**src/rtl/fifo_handshake_rx_if.sv**
```systemverilog
`default_nettype none
// ============================================================================
// Module   : fifo_handshake_rx_if
// Purpose  : Bundles the RTS/DCTS receive link and the local FIFO drain port
//            of fifo_handshake_rx.
// Signals  : RTS      - request-to-send from the upstream arbiter
//            RX       - flit from upstream, valid while RTS=1
//            DCTS     - one-cycle clear-to-send pulse back to upstream
//            read_en  - pop request from local input-port logic
//            Data_out - head-of-FIFO flit (show-ahead)
//            empty    - FIFO holds no flits
//            full     - FIFO holds DEPTH flits
// Modports : slave  - the receiving FIFO
//            master - the surrounding logic (upstream sender + local reader)
// Revision : 1.0 - initial release
// ============================================================================
interface fifo_handshake_rx_if #(
    parameter int DATA_WIDTH = 32
);
    logic                  RTS;
    logic [DATA_WIDTH-1:0] RX;
    logic                  DCTS;
    logic                  read_en;
    logic [DATA_WIDTH-1:0] Data_out;
    logic                  empty;
    logic                  full;

    modport slave (
        input  RTS,
        input  RX,
        input  read_en,
        output DCTS,
        output Data_out,
        output empty,
        output full
    );

    modport master (
        output RTS,
        output RX,
        output read_en,
        input  DCTS,
        input  Data_out,
        input  empty,
        input  full
    );
endinterface
`default_nettype wire

```
**src/rtl/fifo_handshake_rx.sv**
```systemverilog
`default_nettype none
// ============================================================================
// Module   : fifo_handshake_rx
// Purpose  : Receiving end of the router-to-router RTS/DCTS link. Answers a
//            held RTS with a one-cycle registered DCTS pulse, captures RX on
//            the handshake cycle and buffers it in a DEPTH-entry FIFO that the
//            local input-port logic drains through read_en.
// Ports    : clk - system clock, rising edge
//            rst - synchronous reset, active low
//            bus - fifo_handshake_rx_if.slave (RTS, RX, DCTS, read_en,
//                  Data_out, empty, full)
// Revision : 1.0 - initial release
// ============================================================================
module fifo_handshake_rx #(
    parameter int DATA_WIDTH = 32,
    parameter int DEPTH      = 4
) (
    input  wire                  clk,
    input  wire                  rst,
    fifo_handshake_rx_if.slave   bus
);
    localparam int PTR_W = $clog2(DEPTH);
    localparam logic [PTR_W:0] c_depth = (PTR_W+1)'(DEPTH);

    logic [DATA_WIDTH-1:0] r_mem [DEPTH];
    logic [PTR_W-1:0]      r_wr_ptr;
    logic [PTR_W-1:0]      r_rd_ptr;
    logic [PTR_W:0]        r_count;
    logic                  r_dcts;

    logic                  w_write;
    logic                  w_read;
    logic                  w_empty;
    logic [PTR_W:0]        w_count_next;
    logic                  w_dcts_next;

    assign w_empty = (r_count == '0);

    // A transfer completes on the edge where upstream still holds RTS while
    // our DCTS pulse is visible. RTS dropped during DCTS writes nothing.
    assign w_write = bus.RTS & r_dcts;
    assign w_read  = bus.read_en & ~w_empty;

    assign w_count_next = r_count + (PTR_W+1)'(w_write) - (PTR_W+1)'(w_read);

    // Looking at next-cycle occupancy guarantees a free slot for the write
    // that the pulse grants, and lets a read in this cycle re-open the link
    // without an extra bubble. ~r_dcts keeps the pulse one cycle wide.
    assign w_dcts_next = bus.RTS & ~r_dcts & (w_count_next < c_depth);

    always_ff @(posedge clk) begin
        if (!rst) begin
            r_dcts   <= 1'b0;
            r_wr_ptr <= '0;
            r_rd_ptr <= '0;
            r_count  <= '0;
            for (int i = 0; i < DEPTH; i++) begin
                r_mem[i] <= '0;
            end
        end else begin
            r_dcts  <= w_dcts_next;
            r_count <= w_count_next;
            if (w_write) begin
                r_mem[r_wr_ptr] <= bus.RX;
                r_wr_ptr        <= r_wr_ptr + 1'b1;   // DEPTH is a power of two
            end
            if (w_read) begin
                r_rd_ptr <= r_rd_ptr + 1'b1;
            end
        end
    end

    assign bus.DCTS     = r_dcts;
    // Show-ahead head flit; stale when empty, consumers qualify with empty.
    assign bus.Data_out = r_mem[r_rd_ptr];
    assign bus.empty    = w_empty;
    assign bus.full     = (r_count == c_depth);

endmodule
`default_nettype wire

```
**src/flat_wrapper.sv**
```systemverilog
// flat-port wrapper written by rule: the top's interface ports become plain ports
module fifo_handshake_rx_flat 
#(
    parameter int DATA_WIDTH = 32,
    parameter int DEPTH      = 4
)
  (clk, rst, bus_RTS, bus_RX, bus_read_en, bus_DCTS, bus_Data_out, bus_empty, bus_full);
  fifo_handshake_rx_if #(.DATA_WIDTH(DATA_WIDTH)) bus_i ();
  input  wire clk;
  input  wire rst;
  input wire logic [$bits(bus_i.RTS)-1:0] bus_RTS;
  input wire logic [$bits(bus_i.RX)-1:0] bus_RX;
  input wire logic [$bits(bus_i.read_en)-1:0] bus_read_en;
  output wire logic [$bits(bus_i.DCTS)-1:0] bus_DCTS;
  output wire logic [$bits(bus_i.Data_out)-1:0] bus_Data_out;
  output wire logic [$bits(bus_i.empty)-1:0] bus_empty;
  output wire logic [$bits(bus_i.full)-1:0] bus_full;
  assign bus_i.RTS = bus_RTS;
  assign bus_i.RX = bus_RX;
  assign bus_i.read_en = bus_read_en;
  assign bus_DCTS = bus_i.DCTS;
  assign bus_Data_out = bus_i.Data_out;
  assign bus_empty = bus_i.empty;
  assign bus_full = bus_i.full;
  fifo_handshake_rx #(.DATA_WIDTH(DATA_WIDTH), .DEPTH(DEPTH)) u_core (.clk(clk), .rst(rst), .bus(bus_i));
endmodule
```
**config.mk**
```make
export PLATFORM = sky130hd
export DESIGN_NAME = fifo_handshake_rx_flat
export DESIGN_NICKNAME = d
export VERILOG_FILES = /design/src/rtl/fifo_handshake_rx_if.sv /design/src/rtl/fifo_handshake_rx.sv /design/src/flat_wrapper.sv
export SDC_FILE = /design/constraint.sdc
export NUM_CORES = 1
export LEC_CHECK = 0
export ABC_CLOCK_PERIOD_IN_PS = 4100
export BUFFER_PORTS_ARGS = -buffer_cell sky130_fd_sc_hd__buf_2
export CORE_ASPECT_RATIO = 1.4
export CORE_MARGIN = 1
export CORE_UTILIZATION = 29
export DETAILED_ROUTE_END_ITERATION = 10
export PLACE_DENSITY = 0.55
export SLEW_MARGIN = 40
export SYNTH_ARGS = -nofsm -noshare
export SYNTH_HDL_FRONTEND = slang
export SYNTH_SLANG_ARGS = --single-unit
```
**constraint.sdc**
```tcl
create_clock -name clk -period 4.1 [get_ports clk]
set_clock_uncertainty 0.05 [all_clocks]
set_input_delay 0.41 -clock clk [delete_from_list [all_inputs] [get_ports clk]]
set_output_delay 0.41 -clock clk [all_outputs]
set_load 0.005 [all_outputs]
```
---- Yosys cells after proc, flatten, opt, wreduce, memory -nomap -nowiden ----
Memories as Yosys holds them, arrays and structs flattened. A register that Yosys moved wholly into a read port is not among the register bits.
Cells that the tools add are included.
cells by class
  add/sub/neg operators ................... 4
  $lt $le $gt $ge ......................... 1
  equal/unequal tests ..................... 1
  multiplexer cells ....................... 9
  bitwise gates (word level) .............. 6
  reduce and logical (&&, ||, !) cells .... 2
operators with widths
  cell                 number
  $mux 32              1
  $reduce_or 32->1     1
  $mux 2               3
  $mux 1               5
  $add 2x1->2 const B  2
  $and 1x1->1          4
  $add 3x1->3          1
  $eq 3x3->1 const B   1
  $logic_not 3->1      1
  $lt 3x3->1 const B   1
  $sub 3x1->3          1
  $not 1->1            2
storage, ports and cells
  flip-flop bits (word level) ............. 8
  RAM bits ................................ 128
  output and inout port bits .............. 35
  logic and storage cells ................. 28
  memories kept ........................... 1
memories
  memory        depth  bits a word  rd ports  clocked after memory_dff  write ports  RTL line                 text
  u_core.r_mem  4      32           1         1                         4            fifo_handshake_rx.sv:25  logic [DATA_WIDTH-1:0] r_mem [DEPTH];

---- Longest topological paths before layout ----
  depth in word-level cells ............... 6
  gate-level depth with buffers ........... 9
  mapped depth without buffers ............ 9

---- Least setup slack after synthesis ----
No wires, ideal clock.
  path type ............................... flip-flop to flip-flop
  start point ............................. reg u_core.r_wr_ptr[1]
  end point ............................... mem u_core.r_mem[2][0] (enable)
  arrival ................................. 2933 ps
  data required time ...................... 3580 ps
  path slack .............................. 647 ps
  cell stages (with the launch flop) ...... 3
  buffers on the path ..................... 0
  period minus slack after synthesis ...... 3453 ps
  cells stage by stage .................... dfxtp_1 -> inv_2 -> o31ai_1
RTL lines
  element                   RTL line                 text
  start: declaration        fifo_handshake_rx.sv:26  logic [PTR_W-1:0] r_wr_ptr;
  start signal: assignment  fifo_handshake_rx.sv:65  r_wr_ptr <= r_wr_ptr + 1'b1;
  end: declaration          fifo_handshake_rx.sv:25

==> results.json <==
{
  "synth.area.top_cells": "edfxtp_1, mux4_2, and2_1",
  "fin_crit_ns": 2.72,
  "crit_type": "reg -> out",
  "cts_setup_buffers": 0,
  "nNetsFinal": 480,
  "p_leak_nw": 2.76,
  "worstPathRequired_ns": 3.64,
  "place_congestion": 0.668,
  "ys_seq_elements": 138,
  "fmax_mhz": 367,
  "core-area_um2": 20100,
  "stdcell_count": 707,
  "grt_pass1_vias": 3643,
  "clock_latency_ns": 0.40,
  "clk_pin_slew_ns": 0.06,
  "fp.dieArea_um2": 21300,
  "end_kind": "output port",
  "via_per_inst": 4.53,
  "areaGrowthSynthToFinish_pct": 22.4,
  "track_usage_pct": 13.3,
  "p_total_mw": 3.90,
  "layout-drive-gt1-share_pct": 38.1,
  "r2r_slack_ns": 1.80,
  "rsz0062_at_grt": "no",
  "crit_chain": "buf_4 > mux4_2 > buf_2",
  "synth_flop_cell": "edfxtp_1",
  "critPathLaunchType": "flop",
  "place_hpwl_um": 8130,
  "max_stage_delay_ns": 0.62,
  "tightest_slew_ns": 0.550,
  "numCtsBuffers": 17,
  "worst_path_max_delay_cell": "dfxtp_2",
  "fin_tns_setup_ns": 0,
  "floorplan.initialDensity_pct": 29.9,
  "crit_arrival_ns": 2.26,
  "run_status": "finished, final reports clean",
  "grt_max_degree": 34,
  "syn_inst": 361,
  "r2r_start": "u_core.r_count[0]$_SDFF_PN0_",
  "drtIter0Drc": 177,
  "drt-pass1-iter-count": 4,
  "timing.rr.end": "u_core.r_count[2]$_SDFF_PN0_",
  "crit_end": "bus_Data_out[29]",
  "drv_slew": 0,
  "vias": 3202,
  "clock_tree.root_cell": "clkbuf_16",
  "htree_levels": 4,
  "antenna_found_initial": 2,
  "dpl_cell_area_um2": 6730,
  "die_w_um": 124,
  "rows": 61,
  "wl_per_cell_um": 18.5,
  "holdWs_ns": 0.268,
  "synth_top_cell_by_area": "edfxtp_1",
  "clock-sinks": 138,
  "synth_edf_count": 128,
  "p_per_area_nw_per_um2": 531,
  "drcViolationCount": 0,
  "slew_headroom_pct": 63.2,
  "dieHeight_um": 172,
  "yosys_warnings": 0,
  "grt_pass1_wl_um": 20400,
  "ys_types": 27,
  "synth_most_common_cell": "edfxtp_1",
  "synth_common_cells": "edfxtp_1, and2_1, mux4_2",
  "r2r.worst_path.cells": 9,
  "async_flop_share_pct": 0,
  "multi_input_area_um2": 1880,
  "syn_avg_cell_area_um2": 16.6,
  "numPortBuffers": 70,
  "clockBufferDepth": 2,
  "finalHoldViolCount": 0,
  "netlist.area_leader.share_pct": 64.1,
  "holdCritPathClass": "in -> reg",
  "drv_cap": 0,
  "gr-total-overflow": 0,
  "seq_area_um2": 4050,
  "dp.cells": 673,
  "final_area_um2": 7340,
  "mappedNetlistNets": 400,
  "cts_resized": 0,
  "worstHoldStart": "bus_RX[21]",
  "vdd_drop_max_uv": 284,
  "seq_area_frac_synth_pct": 67.4,
  "fin_crit_sh_pct": 66.4,
  "fill_cells": 1929,
  "cts_hold_buf": 0,
  "io_pins": 71,
  "wl_um": 13100,
  "cts_tree": "yes",
  "critPathMaxFanout": 21,
  "synth.cell_area_um2": 6000,
  "antenna_left": 0,
  "setup_viol": 0
}
==> report_power, final <==
| part | internal [mW] | switching, mW |
|---|---|---|
| registers | 1.66 | 0.0891 |
| logic | 0.342 | 0.301 |
| clock network | 0.944 | 0.565 |
==> critical path, delay by kind of cell, from the launching register on <==
family   cells  cell delay [ns]
flops        1             0.62
mux          1             0.60
buf+inv      2             0.64
==> sequential cells by signal, summed over array words and instances, names as in the netlist, named ones only <==
name and flops:
u_core.r_count 3, u_core.r_mem 128, u_core.r_wr_ptr 2, u_core.r_rd_ptr 2
u_core.bus.DCTS 1
==> area by class of cell <==
type | count | area share (%)
Sequential cell | 138 | 55.2
Multi-Input combinational cell | 197 | 25.6
Clock buffer | 23 | 6.97
Timing Repair Buffer | 81 | 6.44
Tap cell | 252 | 4.30
Clock inverter | 9 | 1.19
Inverter | 6 | 0.307
Antenna cell | 1 | 0.0341
==> cells by family (layout without fill, tap and decap cells) <==
logic type                 Yosys count  count (layout)  share of synthesized area (%)
DFF                                138             138                           67.4
other                                0               1                              0
and+or+nand+nor                    151             151                           16.3
adders and majority gates            3               3                          0.751
muxes                               32              32                           12.0
xor gates and xnor gates             4               4                          0.584
AOI/OAI and AO/OA                    7               7                          0.668
buffers and inverters               26             119                           2.27
==> routing by layer <==
layer	routed length (um)	vias to the layer above	share of wire [%]	GRT usage, %
li1	-	1486	-	-
met1	5370	1636	41	15.5
met2	7000	66	54	23.9
met3	559	12	4.3	3.33
met4	130	2	0.99	3.77
met5	13	-	0.099	0
==> worst min-delay path by stage <==
stage / to / slack, ns / depth (start not counted)
after CTS: u_core.r_mem[3][21]$_DFFE_PP_ / 0.25 / 2
after global placement: u_core.r_rd_ptr[0]$_SDFFE_PN0P_ / 0.42 / 2
after detailed placement: u_core.r_rd_ptr[0]$_SDFFE_PN0P_ / 0.44 / 2
after global routing: u_core.r_mem[2][5]$_SDFFCE_PN0P_ / 0.26 / 2
after floorplan: flop / 0.41 / 2
final: u_core.r_mem[3][21]$_DFFE_PP_ / 0.27 / 2
==> cell usage in the layout (no fill, tap or decap), types with 2 or more instances in the layout <==
master,synthesis,final
and3_1,2,2
buf_16,0,2
buf_4,0,9
clkbuf_16,0,20
and2_2,19,19
edfxtp_1,128,128
buf_2,4,70
xnor2_1,4,4
and2_1,113,113
mux4_2,32,32
clkinv_2,0,2
ha_1,2,2
clkinvlp_4,0,4
o21ai_0,5,3
o21ai_4,0,2
nor2b_1,2,2
clkbuf_1,4,3
nor3_4,0,3
inv_1,5,5
dfxtp_1,10,8
nand2_1,4,4
clkinv_4,0,2
==> stage by stage <==
stage / util, % / setup slack [ns]
6_report: 36.6 / 1.38
5_1_grt: 36.6 / 1.17
4_1_cts: 36.5 / 1.27
3_5_place_dp: 33.5 / 1.65
3_3_place_gp: 33.2 / 1.40
2_1_floorplan: - / 0.647
(Power assumes the default switching activity.)
